--- src/rtl/mem_bus_arbiter.sv ---
// Two-requester (CPU/DMA) arbiter for the shared memory/peripheral port with programmable wait cycles.
// Define ARB_FIXED_PRIO_EN for fixed CPU priority; the default build is round-robin.
module mem_bus_arbiter #(
    parameter int ADDR_W   = 16,
    parameter int DATA_W   = 64,
    parameter int WAIT_CYC = 1
) (
    input  logic              clock,
    input  logic              reset,
    input  logic              cpu_req,
    input  logic              cpu_we,
    input  logic [ADDR_W-1:0] cpu_addr,
    input  logic [DATA_W-1:0] cpu_wdata,
    output logic              cpu_ack,
    output logic [DATA_W-1:0] cpu_rdata,
    input  logic              dma_req,
    input  logic              dma_we,
    input  logic [ADDR_W-1:0] dma_addr,
    input  logic [DATA_W-1:0] dma_wdata,
    output logic              dma_ack,
    output logic [DATA_W-1:0] dma_rdata,
    output logic              mem_en,
    output logic              mem_write,
    output logic [ADDR_W-1:0] mem_addr,
    output logic [DATA_W-1:0] mem_wdata,
    input  logic [DATA_W-1:0] mem_rdata,
    output logic [1:0]        grant
);

    typedef enum logic [1:0] {IDLE, BUSY, DONE} state_t;

    state_t     state;
    logic [3:0] cnt;
    logic       owner_dma;
    logic       pick_dma;

`ifdef ARB_FIXED_PRIO_EN
    always_comb begin
        pick_dma = dma_req && !cpu_req;
    end
`else
    logic prio_dma;

    // prio_dma is set after the CPU was served, so a contended cycle goes to the other side
    always_comb begin
        pick_dma = dma_req && (!cpu_req || prio_dma);
    end
`endif

    always_ff @(posedge clock) begin
        if (reset) begin
            state     <= IDLE;
            cnt       <= '0;
            owner_dma <= 1'b0;
            grant     <= '0;
            mem_en    <= 1'b0;
            mem_write <= 1'b0;
            mem_addr  <= '0;
            mem_wdata <= '0;
            cpu_ack   <= 1'b0;
            dma_ack   <= 1'b0;
            cpu_rdata <= '0;
            dma_rdata <= '0;
`ifndef ARB_FIXED_PRIO_EN
            prio_dma  <= 1'b0;
`endif
        end else begin
            case (state)
                IDLE: begin
                    if (cpu_req || dma_req) begin
                        owner_dma <= pick_dma;
                        grant     <= pick_dma ? 2'b10 : 2'b01;
                        mem_addr  <= pick_dma ? dma_addr  : cpu_addr;
                        mem_wdata <= pick_dma ? dma_wdata : cpu_wdata;
                        mem_write <= pick_dma ? dma_we    : cpu_we;
                        mem_en    <= 1'b1;
                        cnt       <= 4'(WAIT_CYC);
                        state     <= BUSY;
                    end
                end
                BUSY: begin
                    if (cnt != '0) begin
                        cnt <= cnt - 4'd1;
                    end else begin
                        // mem_write doubles as the latched direction for the whole access
                        if (!mem_write) begin
                            if (owner_dma) dma_rdata <= mem_rdata;
                            else           cpu_rdata <= mem_rdata;
                        end
                        if (owner_dma) dma_ack <= 1'b1;
                        else           cpu_ack <= 1'b1;
                        mem_en    <= 1'b0;
                        mem_write <= 1'b0;
                        state     <= DONE;
                    end
                end
                DONE: begin
                    cpu_ack  <= 1'b0;
                    dma_ack  <= 1'b0;
                    grant    <= '0;
`ifndef ARB_FIXED_PRIO_EN
                    prio_dma <= !owner_dma;
`endif
                    state    <= IDLE;
                end
                default: state <= IDLE;
            endcase
        end
    end

endmodule

--- config.mk ---
export PLATFORM = sky130hd
export DESIGN_NAME = mem_bus_arbiter
export DESIGN_NICKNAME = d
export VERILOG_FILES = /design/src/rtl/mem_bus_arbiter.sv
export SDC_FILE = /design/constraint.sdc
export NUM_CORES = 1
export LEC_CHECK = 0
export CELL_PAD_IN_SITES_DETAIL_PLACEMENT = 1
export CELL_PAD_IN_SITES_GLOBAL_PLACEMENT = 1
export CORE_ASPECT_RATIO = 1.5
export CORE_MARGIN = 3
export CORE_UTILIZATION = 25
export DETAILED_ROUTE_END_ITERATION = 10
export PLACE_DENSITY = 0.87
export SYNTH_ARGS = -nofsm -noshare
export SYNTH_HDL_FRONTEND = slang
export SYNTH_SLANG_ARGS = --single-unit
--- constraint.sdc ---
create_clock -name clock -period 1.8 [get_ports clock]
set_input_delay 0.36 -clock clock [delete_from_list [all_inputs] [get_ports clock]]
set_output_delay 0.36 -clock clock [all_outputs]
set_load 0.02 [all_outputs]
### Yosys cells after proc, flatten, opt, wreduce, memory -nomap -nowiden

Index checks and enable logic that the tools add are counted.

* register bits after elaboration: 222
* bits of input ports: 230
* word-level logic and storage cells: 66

* add/subtract/negate cells: 1
* equality and inequality tests: 7
* mux-type cells: 23
* bitwise gates (word level): 3
* reduce and logical (&&, ||, !) cells: 19

Operators with widths (count)
* $mux 64: 1
* $mux 16: 1
* $reduce_and 3->1: 4
* $ne 2x2->1 const B: 5
* $mux 1: 8
* $mux 2: 4
* $mux 4: 2
* $pmux 1 s2: 4
* $pmux 2 s2: 2
* $pmux 4 s2: 1
* $reduce_and 4->1: 2
* $reduce_and 2->1: 3
* $reduce_bool 2->1: 3
* $reduce_bool 4->1: 1
* $sub 4x1->4 const B: 1
* $not 1->1: 3
* $eq 2x1->1 const B: 1
* $eq 2x2->1 const B: 1
* $logic_not 1->1: 2
* $logic_not 2->1: 1
* $logic_or 1x1->1: 2
* $logic_and 1x1->1: 1

### Longest topological paths before layout

Gate-level depths: netlist of run 1.

* depth in word-level cells: 6
* depth in mapped cells: 9
* mapped depth without buffers: 6

### Worst setup path before layout of run 1

OpenSTA, ideal clock, no wires.

* kind: flip-flop to flip-flop
* from: reg cnt[0]
* to: reg cpu_rdata[14]
* setup time: 0.143 ns
* data arrival time: 1.828 ns
* required time: 1.657 ns
* path slack: -0.171 ns
* stages on the path, launching flop included: 10
* cell sequence: dfxtp_1 -> inv_1 -> ha_1 -> or3b_1 -> buf_2 -> or4_1 -> buf_4 -> buf_6 -> nand2_2 -> a21oi_2

* longest elaborated chain between the ends: 3

RTL lines
* start, declared: line 33 `logic [3:0] cnt;`
* start signal, assigned: line 77 `cnt <= 4'(WAIT_CYC);`
* start signal, assigned: line 83 `cnt <= cnt - 4'd1;`
* $reduce_bool 4->1: line 82 `if (cnt != '0) begin`
* $not 1->1 (no line)
* $reduce_and 4->1 (no line)
* end signal, assigned: line 88 `else cpu_rdata <= mem_rdata;`
* end, declared: line 15 `output logic [DATA_W-1:0] cpu_rdata,`

Every way passes these cells.
A chain may end at the register's enable or synchronous reset.

### Worst setup path in the final report of run 1

* from: reg cnt[0]
* to: reg dma_rdata[24]

* longest elaborated chain between the ends: 3

RTL lines
* $reduce_bool 4->1: line 82
* $not 1->1 (no line)
* $reduce_and 4->1 (no line)
* end signal, assigned: line 87 `if (owner_dma) dma_rdata <= mem_rdata;`
* end, declared: line 21 `output logic [DATA_W-1:0] dma_rdata,`

Every way passes these cells.

==> flow_metrics.env, run 1 <==
export IMPL_status="complete, but fails checks"
export IMPL_violations="negative setup slack"
export IMPL_fp_dieH_um=231
export IMPL_ys_flop_type="dfxtp_1"
export IMPL_cts_tree="built"
export IMPL_nFillCells=3760
export IMPL_ir_worst_vdd_mv=0.656
export IMPL_critPathCaptureType="register"
export IMPL_synthArstFlopShare=0
export IMPL_routed_wl_um=39600
export IMPL_rows=81
export IMPL_grt_overflow=0
export IMPL_clk_latency_ps=520
export IMPL_layout_drive_gt1_share=0.197
export IMPL_synth_compound_area_share=0.226
export IMPL_core_sq_um=33000
export IMPL_numCtsBuffers=25
export IMPL_drc=0
export IMPL_synth_net_count=1191
export IMPL_yosysTopAreaCell="dfxtp_1"
export IMPL_yosysWarnings=0
export IMPL_critPathMaxFanout=12
export IMPL_antenna_found_initial=3
export IMPL_yosys_area_share_simple=0.179
export IMPL_maxSlewHeadroom=0.578
export IMPL_port_buffers=443
export IMPL_worst_ep_arrival_time_ps=2540
export IMPL_cp_data_required_time_ps=2240
export IMPL_gp_congestion=0.823
export IMPL_seq_area_frac_synth=0.525
export IMPL_hold_depth=2
export IMPL_synth_top_family_by_area="compound AO/OA/AOI/OAI gates"
export IMPL_maxCapViolCount=0
export IMPL_synthMuxAreaShare=0
export IMPL_yosys_top_cells_area="dfxtp_1 52%, nand2_1 9.9%, a21oi_2 6.2%"
export IMPL_synth_top_area_frac=0.525
export IMPL_fin_skew_ps=10.2
export IMPL_cts_root_buf="clkbuf_16"
export IMPL_grt_setup_unrepaired="true"
export IMPL_yosysUniqueCellTypes=40
export IMPL_clockBufferDepth=3
export IMPL_fmax_mhz=476
export IMPL_final_setup_tns_ps=-27400
export IMPL_hold_path_class="primary input to register"
export IMPL_synth_xor_area_share=0.00207
export IMPL_hold_buffers=0
export IMPL_instances_no_fill=1852
export IMPL_grt_first_pass_wirelength_um=57000
export IMPL_grt_max_degree=99
export IMPL_synth_common_cells="224 x nand2_1, 222 x dfxtp_1, 95 x a21oi_1, 60 x a21oi_2, 60 x nand2_2"
export IMPL_finalHoldViolCount=0
export IMPL_setup_viol=128
export IMPL_start_util=0.256
export IMPL_tightest_slew_ps=633
export IMPL_finalCriticalPeriod_ps=2100
export IMPL_synth_edf_count=0
export IMPL_drt_iter0_drc=459
export IMPL_start_kind="register"
export IMPL_synth_ff_latch_count=222
export IMPL_powerDensity_nw_per_um2=956
export IMPL_place_inst=1789
export IMPL_firstDrtPassIters=8
export IMPL_dieArea_sq_um=36200
export IMPL_critical_path_class="register to register"
export IMPL_p_leak_nw=6.37
export IMPL_synth_most_common_cell="nand2_1"
export IMPL_htree_levels=1
export IMPL_clk_pin_slew_ps=60
export IMPL_io_pins=444
export IMPL_avgViaCountPerCell=4.82
export IMPL_synthAdderAreaFrac=0.00295
export IMPL_dpl_hpwl_um=26900
export IMPL_final_nets=1653
export IMPL_post_drt_wl_per_cell_um=21.4
export IMPL_cts_sinks=222
export IMPL_area_delta_synth_final_pct=78.8
export IMPL_die_w_um=156
export IMPL_grt_pass1_vias=9860
export IMPL_fin_crit_sh=1.17
export IMPL_mappedNetlistArea_sq_um=8470
export IMPL_syn_avg_cell_area_sq_um=8.83
export IMPL_final_max_slew_violation_count=0
export IMPL_ant_nets=0
export IMPL_synthCells=959
export IMPL_via_count=8929
export IMPL_r2r_cells=9
export IMPL_grt_use_total=0.199
export IMPL_worst_slack_ps=-302
## power by group
| part | switching, mW | internal [mW] |
|---|---|---|
| sequential | 0.288 | 5.32 |
| clock | 2.05 | 2.93 |
| combinational | 2.07 | 1.82 |
## state kept, by name, indices dropped and copies added, names as in the netlist
name       cells
cpu_ack        1
cpu_rdata     64
grant          2
dma_rdata     64
cnt            4
owner_dma      1
mem_addr      16
mem_en         1
prio_dma       1
mem_write      1
mem_wdata     64
dma_ack        1
state          2
## cell usage in the layout (no fill, tap or decap), types with 32 or more instances in the layout
cell type | synthesis | routed
dfxtp_1 | 222 | 220
nor2_1 | 32 | 32
inv_1 | 39 | 37
a21oi_1 | 95 | 70
a21oi_2 | 60 | 85
clkbuf_16 | 0 | 33
a22oi_1 | 58 | 58
clkdlybuf4s50_1 | 0 | 228
dlygate4sd2_1 | 0 | 214
nand2_4 | 0 | 69
nand2_1 | 224 | 201
## final timing paths
check / slack [ps] / startpoint / to
max: -300 / cnt[0] / dma_rdata[24]
min reg2reg: 450 / dma_rdata[9] / dma_rdata[9]
min: 90 / reset / cnt[0]
max reg2reg: -300 / cnt[0] / dma_rdata[24]
## cell type report
type                            count  area (sq um)  share of cell area
Timing Repair Buffer              510          5230               0.345
Sequential cell                   222          4450               0.294
Multi-Input combinational cell    623          4030               0.266
Clock buffer                       39           738              0.0487
Tap cell                          415           519              0.0343
Inverter                           39           146             0.00966
Clock inverter                      2          38.8             0.00256
Antenna cell                        2          5.00            0.000330
## worst max-delay path: stages, from the launching register on
cell and delay (ps):
dfxtp_2 320, inv_2 80, ha_4 140, or3b_4 380
buf_6 140, nor4b_4 320, buf_12 220, clkbuf_16 190
nand2_1 70, a21oi_1 150
## what timing repair did
action | 4_1_cts | 5_1_grt
cloned | 6 | 8
endpoints found under the setup margin | 342 | 128
pin swaps | 32 | 98
resized for setup | 275 | 84
buffers inserted | 6 | 2
hold endpoints to repair | 0 | 0
## layer usage
layer,track usage,vias to the layer above,wire (um)
li1,-,4169,-
met1,0.197,4304,13600
met2,0.377,367,21000
met3,0.0574,89,3090
met5,0,-,0
met4,0.0887,0,1840
## logic make-up (layout without fill, tap and decap cells)
family	after synthesis	in the layout
AOI/OAI and AO/OA	281	281
other	0	2
buffers and inverters	114	590
DFF	222	222
adders and majority gates	2	2
xor gates and xnor gates	2	2
and+or+nand+nor	338	338
## stage by stage
stage               power (mW)  setup slack, ps  instance area, sq um  utilization  hold WS, ps
detailed placement        9.29             -286                 13600        0.413          450
global placement          9.18             -256                 13600        0.413          440
CTS                       14.3             -228                 14600        0.442         54.4
finish                    14.5             -302                 15100        0.458         91.6
floorplan                 7.34             -161                  8500            -          454
global route              15.1             -374                 15100        0.458         73.2
No activity file was read; power rests on OpenSTA's default activity.
==> run 2: changes to the inputs <==
- CORE_ASPECT_RATIO: 1.5 -> 0.7
- MAX_ROUTING_LAYER: unset -> met4
==> run 2 against run 1 <==
The flow still finishes with violations (negative setup slack). Clock skew is 2.2 ps higher. Flip-flop and latch count stayed put. Setup slack better by 9.1 ps. Critical endpoint is now cpu_rdata[27].
==> flow_metrics.env, run 2 (same netlist as run 1, synthesis figures left out) <==
export IMPL_switching_share=0.312
export IMPL_power_mw=14.4
export IMPL_fin_skew_ps=12.4
export IMPL_hp_start="cpu_addr[12]"
export IMPL_port_buffers=443
export IMPL_worst_slack_ps=-293
export IMPL_critPathMaxFanout=5
export IMPL_fp_dieH_um=160
export IMPL_critical_path_class="register to register"
export IMPL_rows=55
export IMPL_p_int_mw=9.92
export IMPL_dpl_hpwl_um=27800
export IMPL_drc=0
export IMPL_clk_latency_ps=530
export IMPL_fmax_mhz=478
export IMPL_powerDensity_nw_per_um2=957
export IMPL_die_w_um=226
export IMPL_timing_rr_start="cnt[1]"
export IMPL_grt_max_degree=157
export IMPL_comb_power_share=0.273
export IMPL_grt_overflow=0
export IMPL_firstDrtPassIters=6
export IMPL_fin_crit_sh=1.16
export IMPL_max_stage_delay_ps=540
export IMPL_cp_cell_sequence="inv_2 > ha_4 > or3b_4 > or4_4 > buf_12 > buf_16 > nand2_4 > a21oi_2"
export IMPL_tightest_slew_ps=1130
export IMPL_finalHoldViolCount=0
export IMPL_crit_slowest_cell="or4_4"
export IMPL_sequentialPowerShare=0.387
export IMPL_hold_path_end="mem_addr[12]"
export IMPL_ir_worst_vdd_mv=0.602
export IMPL_reg2reg_to="cpu_rdata[27]"
export IMPL_area_delta_synth_final_pct=77.8
export IMPL_final_nets=1669
export IMPL_numCtsBuffers=25
export IMPL_maxSlewHeadroom=0.243
export IMPL_post_drt_wl_per_cell_um=21.8
export IMPL_gp_congestion=0.829
export IMPL_routed_wl_um=41000
export IMPL_start_kind="register"
export IMPL_hold_depth=3
export IMPL_avgViaCountPerCell=4.83
export IMPL_r2r_cells=8
export IMPL_core_sq_um=32800
export IMPL_final_max_slew_violation_count=0
export IMPL_clk_pin_slew_ps=60
export IMPL_cts_root_buf="clkbuf_16"
export IMPL_cts_sinks=222
export IMPL_crit_buf_inv=3
export IMPL_setup_viol=128
export IMPL_ant_nets=0
export IMPL_layout_drive_gt1_share=0.193
export IMPL_whs_ps=395
export IMPL_drt_iter0_drc=448
export IMPL_critPathTopFamily="simple AND/OR/NAND/NOR gates"
export IMPL_p_leak_nw=6.36
export IMPL_antenna_found_initial=0
export IMPL_layout_common_cells="228 x clkdlybuf4s50_1, 219 x dfxtp_1, 214 x dlygate4sd2_1"
export IMPL_grt_use_total=0.220
export IMPL_worst_ep_arrival_time_ps=2460
export IMPL_seqCellArea_sq_um=4450
export IMPL_grt_pass1_vias=9894
export IMPL_critPathCaptureType="register"
export IMPL_power_switching_mw=4.50
export IMPL_mostFrequentLayoutCell="clkdlybuf4s50_1"
export IMPL_dieArea_sq_um=36200
export IMPL_multi_input_area_sq_um=3770
export IMPL_antennaDiodeCount=0
export IMPL_finalCriticalPeriod_ps=2090
export IMPL_start_util=0.258
export IMPL_grt_first_pass_wirelength_um=60000
export IMPL_power_frac_clock=0.340
export IMPL_cts_tree="built"
export IMPL_largestRegisters="cpu_rdata (64), dma_rdata (64), mem_wdata (64)"
export IMPL_clockBufferDepth=3
export IMPL_via_count=9080
export IMPL_grt_setup_unrepaired="true"
export IMPL_nFillCells=3798
export IMPL_hold_buffers=0
export IMPL_cp_data_required_time_ps=2170
export IMPL_status="complete, but fails checks"
export IMPL_r2r_slack_ps=-290
export IMPL_violations="negative setup slack"
export IMPL_htree_levels=1
export IMPL_io_pins=444
export IMPL_hold_path_class="primary input to register"
export IMPL_maxCapViolCount=0
==> run 2: changes by cell type in the layout (fill, tap and decap cells not counted), sizes merged <==
cell / before / now
buf: 60 / 80
clkbuf: 47 / 38
clkinv: 0 / 7
diode: 2 / 0
bufinv: 1 / 0
inv: 40 / 39
==> run 2: metrics by stage <==
| stage | TNS [ps] | setup WS [ps] | cells | cell area (sq um) | util |
|---|---|---|---|---|---|
| floorplan | -9420 | -161 | 959 | 8500 | - |
| global placement | -72050 | -646 | 1810 | 13700 | 0.417 |
| detailed placement | -80460 | -747 | 1810 | 13700 | 0.417 |
| CTS | -29630 | -292 | 1873 | 14800 | 0.452 |
| global route | -34090 | -340 | 1878 | 15100 | 0.459 |
| finish | -26610 | -293 | 1878 | 15100 | 0.459 |
==> run 2: how the worst max path moves through the flow <==
stage	from	slack (ps)	endpoint	cells after the start
floorplan	cnt[0]	-160	cpu_rdata[17]	9
global placement	dma_req	-650	mem_wdata[5]	6
detailed placement	dma_req	-750	mem_wdata[46]	6
CTS	cnt[1]	-290	dma_rdata[9]	11
global route	cnt[1]	-340	cpu_rdata[27]	8
finish	cnt[1]	-290	cpu_rdata[27]	8
==> run 2: power groups by stage <==
stage / clock [mW] / combinational (mW) / sequential, mW
3_3_place_gp: 0 / 3.54 / 5.65
2_1_floorplan: 0 / 1.23 / 6.11
4_1_cts: 5.04 / 3.85 / 5.57
6_report: 4.90 / 3.93 / 5.59
3_5_place_dp: 0 / 3.63 / 5.67
5_1_grt: 5.28 / 4.18 / 5.63
==> run 2: layout make-up <==
| class | count | share of cell area |
|---|---|---|
| Tap cell | 427 | 0.0355 |
| Clock buffer | 34 | 0.0478 |
| Sequential cell | 222 | 0.295 |
| Clock inverter | 7 | 0.00282 |
| Inverter | 39 | 0.00972 |
| Timing Repair Buffer | 526 | 0.358 |
| Multi-Input combinational cell | 623 | 0.251 |
==> run 2: repair_timing <==
| item | 4_1_cts | 5_1_grt |
|---|---|---|
| resized for setup | 271 | 38 |
| hold endpoints to repair | 0 | 0 |
| pin swaps | 35 | 32 |
| buffers inserted | 11 | 3 |
| endpoints found under the setup margin | 379 | 128 |
| gates cloned | 12 | 4 |
==> run 2: worst register-to-register path: cells and delay by family (launching register included) <==
| kind | cells | cell delay [ps] |
|---|---|---|
| compound gates | 1 | 50 |
| flops | 1 | 320 |
| buf+inv | 3 | 440 |
| simple gates | 3 | 990 |
| fa+ha+maj | 1 | 130 |
==> run 2: routing by layer <==
layer	vias to the layer above	GRT usage	wire, um
li1	4212	-	-
met1	4440	0.241	16200
met2	326	0.373	19600
met3	102	0.0583	2930
met4	0	0.103	2270
met5	-	-	0
